### src/rtl/cv32e40p_lce_pkg.sv
// Shared types and helpers for the multi-channel basic-block length monitor.
// Holds the channel state encoding, the limit clamp and default constants.
package cv32e40p_lce_pkg;

   typedef enum logic [1:0] {
      LCE_DISABLED = 2'd0,
      LCE_COUNTING = 2'd1,
      LCE_EXPIRED  = 2'd2
   } lce_state_e;

   localparam int LCE_MAX_BB_LEN_DEFAULT = 32;
   localparam int LCE_EVT_W_DEFAULT      = 8;

   // A zero limit would expire without any retirement, so it is raised to one.
   function automatic logic [31:0] lce_clamp(input logic [31:0] value, input logic [31:0] max_val);
      logic [31:0] res;
      if (value == 32'd0) begin
         res = 32'd1;
      end else if (value > max_val) begin
         res = max_val;
      end else begin
         res = value;
      end
      return res;
   endfunction

endpackage

### src/rtl/cv32e40p_lce_channel.sv
// One monitor channel: state machine, down-counter, limit, sticky alarm and
// saturating expiry-event counter.
module cv32e40p_lce_channel
   import cv32e40p_lce_pkg::*;
#(
   parameter int MAX_BB_LEN = LCE_MAX_BB_LEN_DEFAULT,
   parameter int EVT_W      = LCE_EVT_W_DEFAULT,
   parameter int CNT_W      = $clog2(MAX_BB_LEN + 1)
) (
   input  logic             clk,
   input  logic             rst_n,
   input  logic             cfg_we,
   input  logic [CNT_W-1:0] cfg_limit,
   input  logic             cfg_en,
   input  logic             init,
   input  logic             decrement,
   input  logic             alarm_ack,
   output logic             expired,
   output logic             alarm,
   output logic [CNT_W-1:0] count,
   output logic [EVT_W-1:0] evt_cnt
);

   lce_state_e       state_r, state_s;
   logic [CNT_W-1:0] cnt_r, cnt_s;
   logic [CNT_W-1:0] limit_r, limit_s;
   logic             alarm_r, alarm_s;
   logic [EVT_W-1:0] evt_r, evt_s;
   logic             expire_s;
   logic             disable_s;

   // Next-state, counter reload/decrement, alarm and event-counter update.
   always_comb begin
      state_s   = state_r;
      cnt_s     = cnt_r;
      expire_s  = 1'b0;
      disable_s = cfg_we && !cfg_en;
      if (cfg_we) begin
         limit_s = CNT_W'(lce_clamp(32'(cfg_limit), 32'(MAX_BB_LEN)));
      end else begin
         limit_s = limit_r;
      end
      case (state_r)
         LCE_DISABLED: begin
            cnt_s = limit_s;
            if (cfg_we && cfg_en) begin
               state_s = LCE_COUNTING;
            end else begin
               state_s = LCE_DISABLED;
            end
         end
         LCE_COUNTING: begin
            // init reloads with the limit in force before any same-cycle write
            if (disable_s) begin
               state_s = LCE_DISABLED;
               cnt_s   = limit_s;
            end else if (init) begin
               cnt_s = limit_r;
            end else if (decrement) begin
               if (cnt_r > CNT_W'(1)) begin
                  cnt_s = cnt_r - CNT_W'(1);
               end else begin
                  cnt_s    = {CNT_W{1'b0}};
                  state_s  = LCE_EXPIRED;
                  expire_s = 1'b1;
               end
            end else begin
               cnt_s = cnt_r;
            end
         end
         LCE_EXPIRED: begin
            if (disable_s) begin
               state_s = LCE_DISABLED;
               cnt_s   = limit_s;
            end else if (init) begin
               state_s = LCE_COUNTING;
               cnt_s   = limit_r;
            end else begin
               cnt_s = {CNT_W{1'b0}};
            end
         end
         default: begin
            state_s = LCE_DISABLED;
            cnt_s   = limit_s;
         end
      endcase
      alarm_s = expire_s || (alarm_r && !alarm_ack);
      if (expire_s && (evt_r != {EVT_W{1'b1}})) begin
         evt_s = evt_r + EVT_W'(1);
      end else begin
         evt_s = evt_r;
      end
   end

   // Channel state registers.
   always_ff @(posedge clk or negedge rst_n) begin
      if (!rst_n) begin
         state_r <= LCE_COUNTING;
         cnt_r   <= CNT_W'(MAX_BB_LEN);
         limit_r <= CNT_W'(MAX_BB_LEN);
         alarm_r <= 1'b0;
         evt_r   <= {EVT_W{1'b0}};
      end else begin
         state_r <= state_s;
         cnt_r   <= cnt_s;
         limit_r <= limit_s;
         alarm_r <= alarm_s;
         evt_r   <= evt_s;
      end
   end

   assign expired = (state_r == LCE_EXPIRED);
   assign alarm   = alarm_r;
   assign count   = cnt_r;
   assign evt_cnt = evt_r;

endmodule

### src/rtl/cv32e40p_lce_monitor.sv
// Multi-channel basic-block length monitor: decodes config writes to one
// channel, instantiates the channels and packs their outputs.
module cv32e40p_lce_monitor
   import cv32e40p_lce_pkg::*;
#(
   parameter  int NUM_CH     = 2,
   parameter  int MAX_BB_LEN = LCE_MAX_BB_LEN_DEFAULT,
   parameter  int EVT_W      = LCE_EVT_W_DEFAULT,
   localparam int CNT_W      = $clog2(MAX_BB_LEN + 1),
   localparam int CH_W       = (NUM_CH > 1) ? $clog2(NUM_CH) : 1
) (
   input  logic                    clk,
   input  logic                    rst_n,
   input  logic                    cfg_we_i,
   input  logic [CH_W-1:0]         cfg_ch_i,
   input  logic [CNT_W-1:0]        cfg_limit_i,
   input  logic                    cfg_en_i,
   input  logic [NUM_CH-1:0]       init_i,
   input  logic [NUM_CH-1:0]       decrement_i,
   input  logic [NUM_CH-1:0]       alarm_ack_i,
   output logic [NUM_CH-1:0]       expired_o,
   output logic [NUM_CH-1:0]       alarm_o,
   output logic                    alarm_any_o,
   output logic [NUM_CH*CNT_W-1:0] count_o,
   output logic [NUM_CH*EVT_W-1:0] evt_cnt_o
);

   logic [NUM_CH-1:0] ch_we_s;

   for (genvar i = 0; i < NUM_CH; i++) begin : g_ch
      assign ch_we_s[i] = cfg_we_i && (cfg_ch_i == CH_W'(i));

      cv32e40p_lce_channel #(
         .MAX_BB_LEN (MAX_BB_LEN),
         .EVT_W      (EVT_W),
         .CNT_W      (CNT_W)
      ) u_channel (
         .clk       (clk),
         .rst_n     (rst_n),
         .cfg_we    (ch_we_s[i]),
         .cfg_limit (cfg_limit_i),
         .cfg_en    (cfg_en_i),
         .init      (init_i[i]),
         .decrement (decrement_i[i]),
         .alarm_ack (alarm_ack_i[i]),
         .expired   (expired_o[i]),
         .alarm     (alarm_o[i]),
         .count     (count_o[i*CNT_W +: CNT_W]),
         .evt_cnt   (evt_cnt_o[i*EVT_W +: EVT_W])
      );
   end

   assign alarm_any_o = |alarm_o;

endmodule

### config.mk
export PLATFORM = sky130hd
export DESIGN_NAME = cv32e40p_lce_monitor
export DESIGN_NICKNAME = d
export VERILOG_FILES = /design/src/rtl/cv32e40p_lce_pkg.sv /design/src/rtl/cv32e40p_lce_channel.sv /design/src/rtl/cv32e40p_lce_monitor.sv
export SDC_FILE = /design/constraint.sdc
export NUM_CORES = 1
export LEC_CHECK = 0
export BUFFER_PORTS_ARGS = -buffer_cell sky130_fd_sc_hd__buf_4
export CORE_MARGIN = 2
export CORE_UTILIZATION = 57
export CTS_CLUSTER_DIAMETER = 200
export DETAILED_ROUTE_END_ITERATION = 10
export MAX_ROUTING_LAYER = met4
export PLACE_DENSITY = 0.81
export SYNTH_ARGS = -nofsm -noshare
export SYNTH_HDL_FRONTEND = slang
export SYNTH_HIERARCHICAL = 1
export SYNTH_SLANG_ARGS = --single-unit
export TNS_END_PERCENT = 50
### constraint.sdc
create_clock -name clk -period 2.5 [get_ports clk]
set_input_delay 0.125 -clock clk [delete_from_list [all_inputs] [get_ports clk]]
set_output_delay 0.125 -clock clk [all_outputs]
set_load 0.03 [all_outputs]
; ---- Word-level counts from Yosys, hierarchy flattened
; Index checks and enable logic that the tools add are counted.
[totals]
reg_bits = 46
inputBits = 17
output_inout_bits = 33
elab_cells = 99
[op_classes]
addsub = 4
order_cmp = 3
eq_ne = 16
muxes = 44
bitwise_logic = 1
n_reduce_logical = 21
[op_table]
columns = operator, count
row1 = $mux W6, 16
row2 = $mux W2, 12
row3 = $pmux W6 S2, 2
row4 = $ne A3 B2 Y1 const B, 6
row5 = $add A8 B1 Y8 const B, 2
row6 = $ne A8 B8 Y1 const B, 2
row7 = $gt A6 B1 Y1 const B, 2
row8 = $mux W1, 12
row9 = $pmux W2 S3, 2
row10 = $sub A6 B1 Y6 const B, 2
row11 = $logic_and A1 B1 Y1, 10
row12 = $ne A4 B3 Y1 const B, 2
row13 = $reduce_and A4 Y1, 2
row14 = $gt A6 B6 Y1 const B, 1
row15 = $logic_not A6 Y1, 1
row16 = $ne A3 B3 Y1 const B, 2
row17 = $eq A2 B1 Y1 const B, 2
row18 = $eq A2 B2 Y1 const B, 2
row19 = $logic_not A2 Y1, 2
row20 = $logic_not A1 Y1, 3
row21 = $logic_or A1 B1 Y1, 2
row22 = $reduce_or A2 Y1, 1
row23 = $not A1 Y1, 1

; ---- Longest topological paths before layout
[depth]
depth_word = 7
mapped_depth = 7
mapped_depth_nobuf = 7

; ---- Hierarchy
; Netlist, hierarchy kept.
[by_module_without_submodules]
columns = module, instances, cells_per_inst, area_per_inst_um2, seq_area_each_um2
row1 = cv32e40p_lce_channel (g_ch[0].u_channel), 1, 155, 1491.4, 579.3
row2 = cv32e40p_lce_channel (g_ch[1].u_channel), 1, 156, 1435.1, 579.3
row3 = cv32e40p_lce_monitor, 1, 3, 22.5, 0.0

; ---- Least setup slack after synthesis
; Ideal clock, no wire load.
[synth_path]
path_kind = register -> register
startpoint = reg g_ch[1].u_channel.cnt_r[4]
endpoint = reg g_ch[1].u_channel.evt_r[1]
setup_time_ns = 0.125
t_arrival_ns = 1.982
required_ns = 2.375
path_slack_ns = 0.393
path_stages_with_launch = 5
path_buffers = 0
period_less_slack_ns = 2.107
cell_sequence = dfrtp_1 > or3_4 > or3_4 > nor3_4 > mux2_2
[synth_via]
elab_chain_len = 7
[synth_lines]
columns = item, line
row1 = start: declaration, cv32e40p_lce_channel.sv:25  ; logic [CNT_W-1:0] cnt_r, cnt_s;
row2 = start signal: assignment, cv32e40p_lce_channel.sv:99  ; cnt_r <= CNT_W'(MAX_BB_LEN);
row3 = start signal: assignment, cv32e40p_lce_channel.sv:105  ; cnt_r <= cnt_s;
row4 = $gt A6 B1 Y1, cv32e40p_lce_channel.sv:60  ; if (cnt_r > CNT_W'(1)) begin
row5 = $mux W1, cv32e40p_lce_channel.sv:60
row6 = $mux W1, cv32e40p_lce_channel.sv:59  ; end else if (decrement) begin
row7 = $mux W1, cv32e40p_lce_channel.sv:57  ; end else if (init) begin
row8 = $mux W1, cv32e40p_lce_channel.sv:54  ; if (disable_s) begin
row9 = $mux W1, cv32e40p_lce_channel.sv:43  ; case (state_r)
row10 = $logic_and A1 B1 Y1, cv32e40p_lce_channel.sv:88  ; if (expire_s && (evt_r != {EVT_W{1'b1}})) begin
row11 = end signal: assignment, cv32e40p_lce_channel.sv:102  ; evt_r <= {EVT_W{1'b0}};
row12 = end signal: assignment, cv32e40p_lce_channel.sv:108  ; evt_r <= evt_s;
row13 = end: declaration, cv32e40p_lce_channel.sv:28  ; logic [EVT_W-1:0] evt_r, evt_s;
; No other way between the ends.
; A chain may end at the register's enable or synchronous reset.

; ---- Final worst setup path
[layout_path]
startpoint = reg g_ch[0].u_channel.state_r[0]
endpoint = reg g_ch[0].u_channel.evt_r[1]
[layout_via]
elab_chain_len = 3
[layout_lines]
columns = item, line
row1 = start: declaration, cv32e40p_lce_channel.sv:24  ; lce_state_e state_r, state_s;
row2 = start signal: assignment, cv32e40p_lce_channel.sv:104  ; state_r <= state_s;
row3 = $eq A2 B1 Y1, cv32e40p_lce_channel.sv:43
row4 = $mux W1, cv32e40p_lce_channel.sv:43
row5 = $logic_and A1 B1 Y1, cv32e40p_lce_channel.sv:88
row6 = end signal: assignment, cv32e40p_lce_channel.sv:102
row7 = end signal: assignment, cv32e40p_lce_channel.sv:108
row8 = end: declaration, cv32e40p_lce_channel.sv:28
; No other way between the ends.

==> impl_metrics.yaml <==
clock_network:
  clockRootBuffer: "clkbuf_8"
  cts_tree: "built"
  clockBufferDepth: 2
  cts_resized: 0
  htreeDepth: 2
  clk_pin_slew_worst_paths_ns: 0.08
  cts_inserted_buffers: 5
  clock_latency_ns: 0.29
  clkSinkCount: 46
worst_setup_path:
  rr_endpoint: "g_ch[0].u_channel/evt_cnt[1]$_DFFE_PN0P_"
  start_kind: "register"
  required_ns: 2.68
  critPathMaxStageDelay_ns: 0.55
  worst-r2r-setup-slack_ns: 0.28
  critPathSlowestCell: "dfstp_2"
  path_cells: "ha_1 -> nor2b_1 -> nand2_1 -> nor3_1 -> mux2_2"
  timing.critical_path.buf_inv: 0
  rr_startpoint: "g_ch[0].u_channel/state_r[0]$_DFFE_PN1P_"
  worstSetupEndpoint: "g_ch[0].u_channel/evt_cnt[1]$_DFFE_PN0P_"
  cp_num_cells: 5
  rr_worst_depth: 5
  arrival_ns: 2.41
  startpoint: "g_ch[0].u_channel/state_r[0]$_DFFE_PN1P_"
  critPathKind: "reg2reg"
  end_kind: "register"
  crit_family: "simple AND/OR/NAND/NOR gates"
  crit_fanout: 9
yosys:
  syn-cell-area_sq_mm: 0.00295
  avgSynthCellArea_sq_um: 9.39
  synth.top_cell.area_share: 0.339
  yosys_warnings: 6
  postSynth.asyncResetShare: 1.00
  syn_nets: 345
  yosysUniqueCellTypes: 61
  ys.flop_type: "dfrtp_1"
  ys_seq_area_frac: 0.393
  synth_top_area_cell: "dfrtp_1"
  synthTopCellsByArea: "dfrtp_1 34%, ha_1 5.9%, dfstp_2 5.3%"
  netlist_instances: 314
  synth_edf_count: 0
  ys_ff_latch: 46
routing:
  wire_per_inst_um: 15.6
  drtPass1Iterations: 4
  totalWireLength_um: 6820
  initialDrtViolationCount: 141
  drc: 0
  antenna_left: 0
  routed-via-count: 2647
  avgViaCountPerCell: 6.04
worst_hold_path:
  min_path_type: "in2reg"
  min_path_cells: 2
floorplanning:
  rows: 26
  start_util: 0.585
  die_h_um: 75.9
  boundaryPins: 50
  core_area_sq_mm: 0.00504
  fp.dieW_um: 75.9
  dieArea_sq_mm: 0.00577
global_route:
  antenna_found_initial: 0
  gr-total-overflow: 0
  grt_pass1_vias: 2572
  grt_pass1_wl_um: 11700
  grtUsageTotal: 0.251
  grt_max_degree: 47
timing:
  holdWs_ns: 0.0257
  period_minus_slack_ns: 2.22
  slew-limit-headroom: 0.613
  hold_viol: 0
  worstMarginPinSlew_ns: 0.581
  tns_ns: 0
  min_period_over_period: 0.889
  slew_violations: 0
  fmax_mhz: 450
  rsz0062_at_grt: "no"
  finalSetupViolCount: 0
  clock-skew-final_ns: 0.00553
finish:
  instances_no_fill: 438
  nFillCells: 412
  area_growth_pct: 19.2
  antenna_cells: 0
  final_cell_mix: "54 x buf_4, 40 x dfrtp_1, 20 x inv_1, 18 x nor2_1, 16 x nand2_1"
  layout_commonest_cell: "buf_4"
  fin_nets: 398
  layout-drive-gt1-share: 0.239
  final_util: 0.697
power_and_ir_drop:
  swShare: 0.354
  clkPwrFrac: 0.229
  leakage_nw: 1.59
  p_int_mw: 1.33
  power_frac_seq: 0.453
  p_sw_mw: 0.729
  powerDensity_mw_per_mm2: 586
  power.share.combinational: 0.318
  finalPower_mw: 2.06
  vdd_ir_drop_max_uv: 385
placement:
  hpwl_um: 4910
  gp_congestion: 0.892
  dp_cells: 428
  io_buffer_count: 49
job:
  max_cap_violations: 0
run_status:
  outcome: "complete, no violations"
[metrics by stage]
step | instance area, sq um | setup WS, ns
global route | 3520 | 0.0697
finish | 3520 | 0.278
global placement | 3400 | 0.367
CTS | 3520 | 0.274
detailed placement | 3400 | 0.295
floorplan | 2950 | 0.393
[cells by family after synthesis]
logic type | share of synthesized area
AND/OR/NAND/NOR | 0.254
AO/OA/AOI/OAI | 0.180
flip-flops | 0.393
buffers and inverters | 0.0382
XOR/XNOR | 0.0416
adder cells (fa/ha/maj) | 0.0594
multiplexers | 0.0339
[sequential cells by signal, summed over array words and instances (netlist names)]
name and flops:
g_ch.u_channel/state_r 4, g_ch.u_channel/limit_r 12, g_ch.u_channel/count 12, g_ch.u_channel/evt_cnt 16, g_ch.u_channel/alarm 2
[worst min path at each step]
stage / start / to / slack (ns)
after global placement: rst_n / g_ch[1].u_channel/count[4]$_DFFE_PN0P_ / 0.17
after global routing: alarm_ack_i[1] / g_ch[1].u_channel/alarm$_DFF_PN0_ / 0.01
after floorplan: rst_n / g_ch[0].u_channel/alarm$_DFF_PN0_ / -0.17
after CTS: alarm_ack_i[1] / g_ch[1].u_channel/alarm$_DFF_PN0_ / 0.02
after detailed placement: rst_n / g_ch[1].u_channel/count[3]$_DFFE_PN0P_ / 0.17
final: alarm_ack_i[1] / g_ch[1].u_channel/alarm$_DFF_PN0_ / 0.03
[Yosys cell counts, types with 9 or more instances]
master / number
dfrtp_1: 40
inv_1: 20
nor2_1: 18
nand2_1: 16
ha_1: 14
o21ai_0: 13
nand3_1: 11
nor3_1: 11
clkbuf_1: 10
nand2b_1: 10
a21oi_1: 9
[layout make-up]
| cell class | instances | area (sq um) | area share |
|---|---|---|---|
| Multi-Input combinational cell | 238 | 1680 | 0.477 |
| Sequential cell | 46 | 1160 | 0.330 |
| Timing Repair Buffer | 56 | 425 | 0.121 |
| Tap cell | 70 | 87.6 | 0.0249 |
| Clock buffer | 7 | 86.3 | 0.0246 |
| Inverter | 20 | 75.1 | 0.0214 |
| Clock inverter | 1 | 5.00 | 0.00142 |
[layer usage]
| layer | vias to the layer above | routed length, um | GRT usage |
|---|---|---|---|
| li1 | 1282 | - | - |
| met1 | 1271 | 3070 | 0.313 |
| met2 | 84 | 3350 | 0.422 |
| met3 | 10 | 285 | 0.0369 |
| met4 | 0 | 110 | 0.0836 |
| met5 | - | 0 | - |
[power groups by stage]
stage                     registers, mW  logic, mW  clock network (mW)
after floorplan                    1.03      0.330                   0
after global placement            0.941      0.641                   0
after detailed placement          0.946      0.647                   0
after CTS                         0.933      0.655               0.483
after global routing              0.948      0.712               0.512
final                             0.934      0.656               0.471
[worst reg2reg max path, delay by kind of cell, from the launching register on]
| kind | cells | cell delay [ns] |
|---|---|---|
| fa+ha+maj | 1 | 0.25 |
| flops | 1 | 0.55 |
| mux | 1 | 0.37 |
| simple gates | 3 | 0.94 |
[timing repair]
action,4_1_cts,5_1_grt
endpoints found under the hold margin,41,0
setup buffers,0,0
hold buffers,2,0
Power figures use the tool's default switching activity.
